<file path="src/rtl/prog_loader.sv">
// Boot loader: streams instruction words then data words into the two BRAM write ports,
// then releases the core. Optional build macro: PROG_LOADER_CHECKSUM_EN (trailing checksum beat).
module prog_loader #(
    parameter int ADDR_W = 12,
    parameter int DATA_W = 32,
    parameter int CNT_W  = 11
) (
    input  logic              clk,
    input  logic              rst,
    input  logic              start,
    input  logic [CNT_W-1:0]  i_count,
    input  logic [CNT_W-1:0]  d_count,
    input  logic              s_valid,
    input  logic [DATA_W-1:0] s_data,
    output logic              s_ready,
    output logic [ADDR_W-1:0] i_w_addr,
    output logic [DATA_W-1:0] i_w_dat,
    output logic              i_w_enb,
    output logic [3:0]        i_w_byte_enb,
    output logic [ADDR_W-1:0] d_w_addr,
    output logic [DATA_W-1:0] d_w_dat,
    output logic              d_w_enb,
    output logic [3:0]        d_w_byte_enb,
    output logic              d_bram_init_done,
    output logic              cpu_rst,
    output logic              pc_stall,
    output logic              i_r_enb,
    output logic              rd_enbl,
    output logic              busy,
    output logic              error,
    output logic [2:0]        state_dbg
);

    // Stream handshake: a word transfers on a rising edge where s_valid && s_ready;
    // s_ready depends only on state, and s_data must be stable while s_valid is high.

    typedef enum logic [2:0] {
        IDLE      = 3'd0,
        LOAD_I    = 3'd1,
        LOAD_D    = 3'd2,
        LOAD_CSUM = 3'd3,
        RELEASE   = 3'd4,
        RUN       = 3'd5,
        ERROR     = 3'd6
    } state_t;

`ifdef PROG_LOADER_CHECKSUM_EN
    localparam state_t LOAD_END = LOAD_CSUM;
`else
    localparam state_t LOAD_END = RELEASE;
`endif

    localparam int               MAX_WORDS_INT = 1 << (ADDR_W - 2);
    localparam logic [CNT_W-1:0] MAX_WORDS     = CNT_W'(MAX_WORDS_INT);

    state_t           state, state_nxt;
    logic [CNT_W-1:0] i_cnt, d_cnt, idx;
    logic             accept, last_i, last_d, go_load, load_beat;

    assign accept    = s_valid & s_ready;
    assign last_i    = (idx == i_cnt - CNT_W'(1));
    assign last_d    = (idx == d_cnt - CNT_W'(1));
    assign go_load   = (state == IDLE) && start;
    assign load_beat = accept && ((state == LOAD_I) || (state == LOAD_D));
    assign state_dbg = state;

`ifdef PROG_LOADER_CHECKSUM_EN
    logic [DATA_W-1:0] csum;
    logic              csum_ok;
    assign csum_ok = (s_data == csum);
`endif

    always_ff @(posedge clk or negedge rst) begin
        if (!rst) state <= IDLE;
        else      state <= state_nxt;
    end

    always_comb begin
        state_nxt        = state;
        s_ready          = 1'b0;
        busy             = 1'b0;
        cpu_rst          = 1'b1;
        pc_stall         = 1'b1;
        i_r_enb          = 1'b0;
        rd_enbl          = 1'b0;
        d_bram_init_done = 1'b0;
        case (state)
            IDLE: begin
                if (start) begin
                    if (i_count != '0)      state_nxt = LOAD_I;
                    else if (d_count != '0) state_nxt = LOAD_D;
                    else                    state_nxt = RELEASE;
                end
            end
            LOAD_I: begin
                s_ready = 1'b1;
                busy    = 1'b1;
                if (accept && last_i) state_nxt = (d_cnt != '0) ? LOAD_D : LOAD_END;
            end
            LOAD_D: begin
                s_ready = 1'b1;
                busy    = 1'b1;
                if (accept && last_d) state_nxt = LOAD_END;
            end
            LOAD_CSUM: begin
                s_ready = 1'b1;
                busy    = 1'b1;
`ifdef PROG_LOADER_CHECKSUM_EN
                if (accept) state_nxt = csum_ok ? RELEASE : ERROR;
`else
                state_nxt = IDLE;
`endif
            end
            RELEASE: begin
                busy      = 1'b1;
                state_nxt = RUN;
            end
            RUN: begin
                cpu_rst          = 1'b0;
                pc_stall         = 1'b0;
                i_r_enb          = 1'b1;
                rd_enbl          = 1'b1;
                d_bram_init_done = 1'b1;
                if (start) state_nxt = IDLE;
            end
            ERROR: begin
                if (start) state_nxt = IDLE;
            end
            default: state_nxt = IDLE;
        endcase
    end

    // Write ports are registered: each accepted beat becomes a one-cycle write on the next cycle.
    always_ff @(posedge clk or negedge rst) begin
        if (!rst) begin
            i_cnt        <= '0;
            d_cnt        <= '0;
            idx          <= '0;
            error        <= 1'b0;
            i_w_addr     <= '0;
            i_w_dat      <= '0;
            i_w_enb      <= 1'b0;
            i_w_byte_enb <= 4'b0000;
            d_w_addr     <= '0;
            d_w_dat      <= '0;
            d_w_enb      <= 1'b0;
            d_w_byte_enb <= 4'b0000;
`ifdef PROG_LOADER_CHECKSUM_EN
            csum         <= '0;
`endif
        end else begin
            i_w_enb      <= 1'b0;
            i_w_byte_enb <= 4'b0000;
            d_w_enb      <= 1'b0;
            d_w_byte_enb <= 4'b0000;
            if (go_load) begin
                // Counts beyond one BRAM's worth would wrap the address; clamp and flag.
                i_cnt <= (i_count > MAX_WORDS) ? MAX_WORDS : i_count;
                d_cnt <= (d_count > MAX_WORDS) ? MAX_WORDS : d_count;
                error <= (i_count > MAX_WORDS) || (d_count > MAX_WORDS);
                idx   <= '0;
`ifdef PROG_LOADER_CHECKSUM_EN
                csum  <= '0;
`endif
            end
            if (load_beat) begin
                if (state == LOAD_I) begin
                    i_w_enb      <= 1'b1;
                    i_w_byte_enb <= 4'b1111;
                    i_w_dat      <= s_data;
                    i_w_addr     <= ADDR_W'({idx, 2'b00});
                    idx          <= last_i ? '0 : idx + CNT_W'(1);
                end else begin
                    d_w_enb      <= 1'b1;
                    d_w_byte_enb <= 4'b1111;
                    d_w_dat      <= s_data;
                    d_w_addr     <= ADDR_W'({idx, 2'b00});
                    idx          <= last_d ? '0 : idx + CNT_W'(1);
                end
`ifdef PROG_LOADER_CHECKSUM_EN
                csum <= csum + s_data;
`endif
            end
`ifdef PROG_LOADER_CHECKSUM_EN
            if (accept && (state == LOAD_CSUM) && !csum_ok) error <= 1'b1;
`endif
        end
    end

endmodule

</file>
<file path="config.mk">
export PLATFORM = sky130hd
export DESIGN_NAME = prog_loader
export DESIGN_NICKNAME = d
export VERILOG_FILES = /design/src/rtl/prog_loader.sv
export SDC_FILE = /design/constraint.sdc
export NUM_CORES = 1
export LEC_CHECK = 0
export ABC_AREA = 1
export CAP_MARGIN = 20
export CORE_MARGIN = 5
export CORE_UTILIZATION = 35
export DETAILED_ROUTE_END_ITERATION = 8
export HOLD_SLACK_MARGIN = 0.1
export PLACE_DENSITY = 0.71
export SETUP_SLACK_MARGIN = 0.5
export SLEW_MARGIN = 25
export SYNTH_ARGS = -nofsm -noshare
export SYNTH_HDL_FRONTEND = slang
export SYNTH_SLANG_ARGS = --single-unit
export TNS_END_PERCENT = 30
</file>
<file path="constraint.sdc">
create_clock -name clk -period 1.64 [get_ports clk]
set_input_delay 0.164 -clock clk [delete_from_list [all_inputs] [get_ports clk]]
set_output_delay 0.164 -clock clk [all_outputs]
set_load 0.005 [all_outputs]
</file>
== After elaboration in Yosys (flattened, before gate mapping) ==
Cells that the tools add are included.
Word-level totals
  bits in registers: 131
  input bits: 58
  output and inout port bits: 109
  logic and storage cells: 76
Cells by class
  add/subtract/negate cells: 3
  magnitude comparators: 2
  eq/ne operators: 12
  muxes and demuxes: 27
  bitwise operators: 2
  reduce and logical (&&, ||, !) cells: 17
Operator list (number)
  2-to-1 mux 11 bit: 7
  nonzero test 11 bit: 3
  equality test 11 bit: 2
  > comparator 11 bit, second input constant: 2
  subtractor 11 x 1 -> 11 bit, second input constant: 2
  2-to-1 mux 3 bit: 7
  2-to-1 mux 4 bit: 4
  case mux 3 bit (5 select lines): 1
  adder 11 x 1 -> 11 bit, second input constant: 1
  equality test 3 bit, second input constant: 3
  2-to-1 mux 1 bit: 8
  equality test 3 x 2 -> 1 bit, second input constant: 2
  logical AND 1 bit: 4
  inequality test 2 x 1 -> 1 bit, second input constant: 2
  inequality test 2 bit, second input constant: 2
  AND reduction 2 bit: 2
  AND reduction 4 bit: 1
  OR reduction 4 bit: 1
  equality test 3 x 1 -> 1 bit, second input constant: 1
  logical NOT 3 bit: 1
  OR reduction 3 bit: 1
  logical OR 1 bit: 2
  nonzero test 2 bit: 1
  OR reduction 2 bit: 1
  other kinds (2): 2

== Logic depth before layout (Yosys ltp) ==
  word-level depth: 7
  gate-level depth with buffers: 17

== Worst setup path before layout ==
OpenSTA, ideal clock, no wires.
  path type: register -> register
  start: reg i_cnt[0]
  end: reg idx[1]
  library setup time: 0.118 ns
  data arrival time: 1.708 ns
  data required time: 1.522 ns
  path slack: -0.186 ns
  cell stages (with the launch flop): 17
  path buffers: 1
  period minus slack after synthesis: 1.826 ns
  cells stage by stage: dfrtp_1 > inv_1 > ha_1 > nand2_2 > nor2_1 > nand2_1 > nand2_1 > nand2_1 > nand2_1 > nand2_1 > nor2_1 > nand4_1 > nand2_2 > nand2_2 > buf_6 > nand3_1 > nand2_1
Between the ends
  longest elaborated chain between the ends: 5
RTL lines
  start, declared: RTL line 57  | logic [CNT_W-1:0] i_cnt, d_cnt, idx;
  start signal, assigned: RTL line 158  | i_cnt <= (i_count > MAX_WORDS) ? MAX_WORDS : i_count;
  subtractor 11 x 1 -> 11 bit: RTL line 61  | assign last_i = (idx == i_cnt - CNT_W'(1));
  equality test 11 bit: RTL line 61
  2-to-1 mux 11 bit: RTL line 172  | idx <= last_i ? '0 : idx + CNT_W'(1);
  2-to-1 mux 11 bit: RTL line 167  | if (state == LOAD_I) begin
  2-to-1 mux 11 bit: RTL line 166  | if (load_beat) begin
  end signal, assigned: RTL line 172
  end signal, assigned: RTL line 178  | idx <= last_d ? '0 : idx + CNT_W'(1);
  end, declared: RTL line 57
No other way between the ends.
A chain may end at the register's enable or synchronous reset.

== Worst setup path after layout ==
  start: reg i_cnt[1]
  end: reg idx[3]
The elaborated chain is that of the path after synthesis.

==> results by group <==
STA
  • Final period util: 114%
  • Setup TNS: -4460 ps
  • # setup viols final: 52
  • Worst-margin pin slew: 564 ps
  • Max-slew headroom: ~62%
  • RSZ-0062 raised after global routing: true
  • Final number of hold-violating endpoints: 0
  • Minimum clock period: around 1900 ps
  • Hold WS: 225 ps
  • Fin Clk Skew: between 6 and 7 ps
  • Achievable Freq: 535 MHz
  • Max-slew violations: 0
  • Final worst slack: -230 ps

Placed design
  • Final HPWL DP: 12.3 mm
  • Gpl congestion: about 0.90
  • I/O Buffers: between 150 and 200
  • Placed cell area: 0.00830 mm²

Die
  • Initial Util: around a third
  • Die H: 141 µm
  • Die width: around 140 µm
  • Ports: 167
  • Total die area: ~0.02 mm²
  • Row Count: 48
  • CORE AREA: 0.0171 mm²

Synthesis
  • Post-Syn Area: 0.00602 mm²
  • FF+latch count, synth: 123
  • Main synth FF type: dfrtp_1
  • Syn_area_per_cell: 8.06 µm²
  • Post-synth top cells: nand2_1 (219), dfrtp_1 (123), inv_1 (87)
  • Cell variety after synth: 36
  • Synth area leader: dfrtp_1
  • Ys async rst share: 100%
  • Seq/Total Area, Yosys: 51.2%
  • Syn Inst Count: 746
  • Ranking of synthesized cells by area: dfrtp_1 (51%), nand2_1 (14%), o21ai_0 (7.0%), inv_1 (5.4%), nand3_1 (3.4%)
  • Synth Warn #: 0
  • Yosys top cell area share: ~50%
  • Post-synth EDFFs: 0
  • Most numerous cell in the Yosys netlist: nand2_1

Finish
  • Final std cell area, no fill: slightly below 0.01 mm²
  • Fin nets: between 1,000 and 1,500
  • Area Growth Syn to Fin: 62.9%
  • Number of diodes: 0
  • Share of layout cells above drive strength 1: 41.5%

Outcome
  • Failing checks: negative setup slack
  • Status: finished, violations left

Setup path
  • Setup CP Type: reg2reg
  • WP buf/inv: 1
  • Slowest-stage cell, CP: dfrtp_1
  • Worst Setup SP: i_cnt[1]
  • Reg-to-Reg Start: i_cnt[1]
  • CP arrival: 2180 ps
  • Slowest stage delay, CP: 390 ps
  • Crit start category: flip-flop
  • Worst Setup End Kind: flip-flop
  • Top delay family on crit path: simple AND/OR/NAND/NOR gates
  • CP max FO: 5
  • Critical path's most frequent cell: nand2_1
  • Crit path required time: 1950 ps
  • Worst-path cell chain: inv_2, ha_4, nand2_4, nor2_4, nand2_1, nand2_1, nand2_1, nand2_1, nand2_1, nor2_1, nand4_1, nand2_2, nand2_2, nand3_1, nand2_1

Pwr
  • Net Sw Frac: 39.5%
  • Comb power frac: approximately half
  • Cell Pwr Density: 1890 mW/mm²
  • NetSw: 7290 µW
  • Internal: 11,200 µW
  • Worst VDD drop: 0.935 mV
  • Leakage: roughly 0.005 µW
  • Flop pwr share: 27.7%
  • Clock power frac: roughly a fifth

Clocking
  • CTS sink count: approximately 120
  • Max clock buf depth: 2
  • Reg clk slew, reported paths: 60 ps
  • CTS tree: built
  • Clk Latency, worst-skew pair: just over 400 ps
  • Clock H-tree levels: 4
  • TritonCTS buffer count: 17
  • Root buffer cell: clkbuf_16

Detailed routing
  • Antenna-violating nets left: 0
  • Drt wl/cell: 15.7 µm
  • Drt drc: 0
  • Router iterations before antenna repair: 5
  • WL final: 19.4 mm
  • Vias post-DR: 5,941
  • DRT iter0 DRCs: 235
  • Vias per cell: 4.82

Global route
  • GRT overflow: 0
  • All-Layer GR Usage: 19.0%
  • First-pass GRT wire length: between 30 and 40 mm
  • Antenna violations before repair: 0
  • Largest net degree at the start of global routing: 71
  • Vias in the first global route: 5,779

Min path
  • Worst Hold Class: in2async

Run
  • Max_cap viols: 0
-- power by group through the flow --
| stage | combinational (µW) | sequential (µW) | clock, µW |
|---|---|---|---|
| final | 9490 | 5110 | 3870 |
| after global routing | 10400 | 5250 | 4080 |
| after CTS | 8690 | 4950 | 3930 |
| after detailed placement | 7650 | 4930 | 0 |
| after global placement | 7520 | 4910 | 0 |
| after floorplan | 3940 | 4960 | 0 |
-- kinds of logic after synthesis --
group	after synthesis	share of synthesized area [%]
AOI/OAI and AO/OA	117	9.90
xor gates and xnor gates	18	2.62
adders and majority gates	4	0.832
buffers and inverters	132	10.2
DFF	123	51.2
other	1	0.0623
and+or+nand+nor	351	25.2
-- registers in the layout, indices dropped and copies added, names as in the netlist --
register and count:
d_w_addr 10, i_w_addr 10, d_w_byte_enb 1, idx 11, i_cnt 11, i_w_byte_enb 1, d_cnt 11, error 1
d_w_dat 32, state_dbg 3, i_w_dat 32
-- final cells by class --
class | instances | area, µm²
Fill cell | 1496 | 7260
Clock buffer | 18 | 439
Tap cell | 225 | 282
Multi-Input combinational cell | 495 | 3060
Inverter | 93 | 398
Sequential cell | 123 | 3080
Clock inverter | 13 | 168
Timing Repair inverter | 1 | 20.0
Timing Repair Buffer | 265 | 2350
-- final timing paths --
kind | to | slack, ps | depth (start not counted)
min in group clk | i_w_dat[25] | 310 | 3
worst min-delay path | d_w_dat[9] | 230 | 2
worst max-delay path | idx[3] | -230 | 15
max in group asynchronous | d_w_byte_enb[2] | 790 | 3
worst max register to register | idx[3] | -230 | 15
worst min register to register | d_w_dat[15] | 480 | 2
-- placed cells by master, fill, tap and decap left out, types with 14 or more instances in the layout --
cell type,Yosys,layout
nor2_1,46,38
dfrtp_1,123,118
clkdlybuf4s50_1,0,56
inv_1,87,79
nand2_4,0,32
nand2_1,219,142
o21ai_2,0,38
nand2_2,5,50
nand3_1,41,33
buf_4,17,72
clkbuf_16,0,17
buf_2,5,94
o21ai_0,84,44
o21ai_1,25,26
nor2_4,1,14
-- metal layers --
layer / vias to the layer above / global-route usage [%] / wire [µm]
met5: - / 0 / 0
met1: 2843 / 25.1 / 8480
met3: 27 / 4.55 / 1280
li1: 2862 / - / -
met4: 0 / 6.07 / 310
met2: 209 / 31.0 / 9320
-- per-stage QoR --
step / total power, µW / utilization, % / std cells / setup slack [ps]
floorplan: 8900 / - / 749 / -95.7
global placement: 12400 / 48.7 / 1168 / -189
detailed placement: 12600 / 48.7 / 1168 / -276
CTS: 17600 / 54.5 / 1229 / -194
global route: 19700 / 57.4 / 1233 / -396
finish: 18500 / 57.4 / 1233 / -230
-- timing repair --
action | 4_1_cts | 5_1_grt
resized for setup | 533 | 144
pin swaps | 7 | 31
hold buffers | 1 | 0
setup buffers | 15 | 4
gates cloned | 14 | 0
endpoints found under the setup margin | 228 | 165
hold endpoints to repair | 123 | 0
Power figures use the tool's default switching activity.
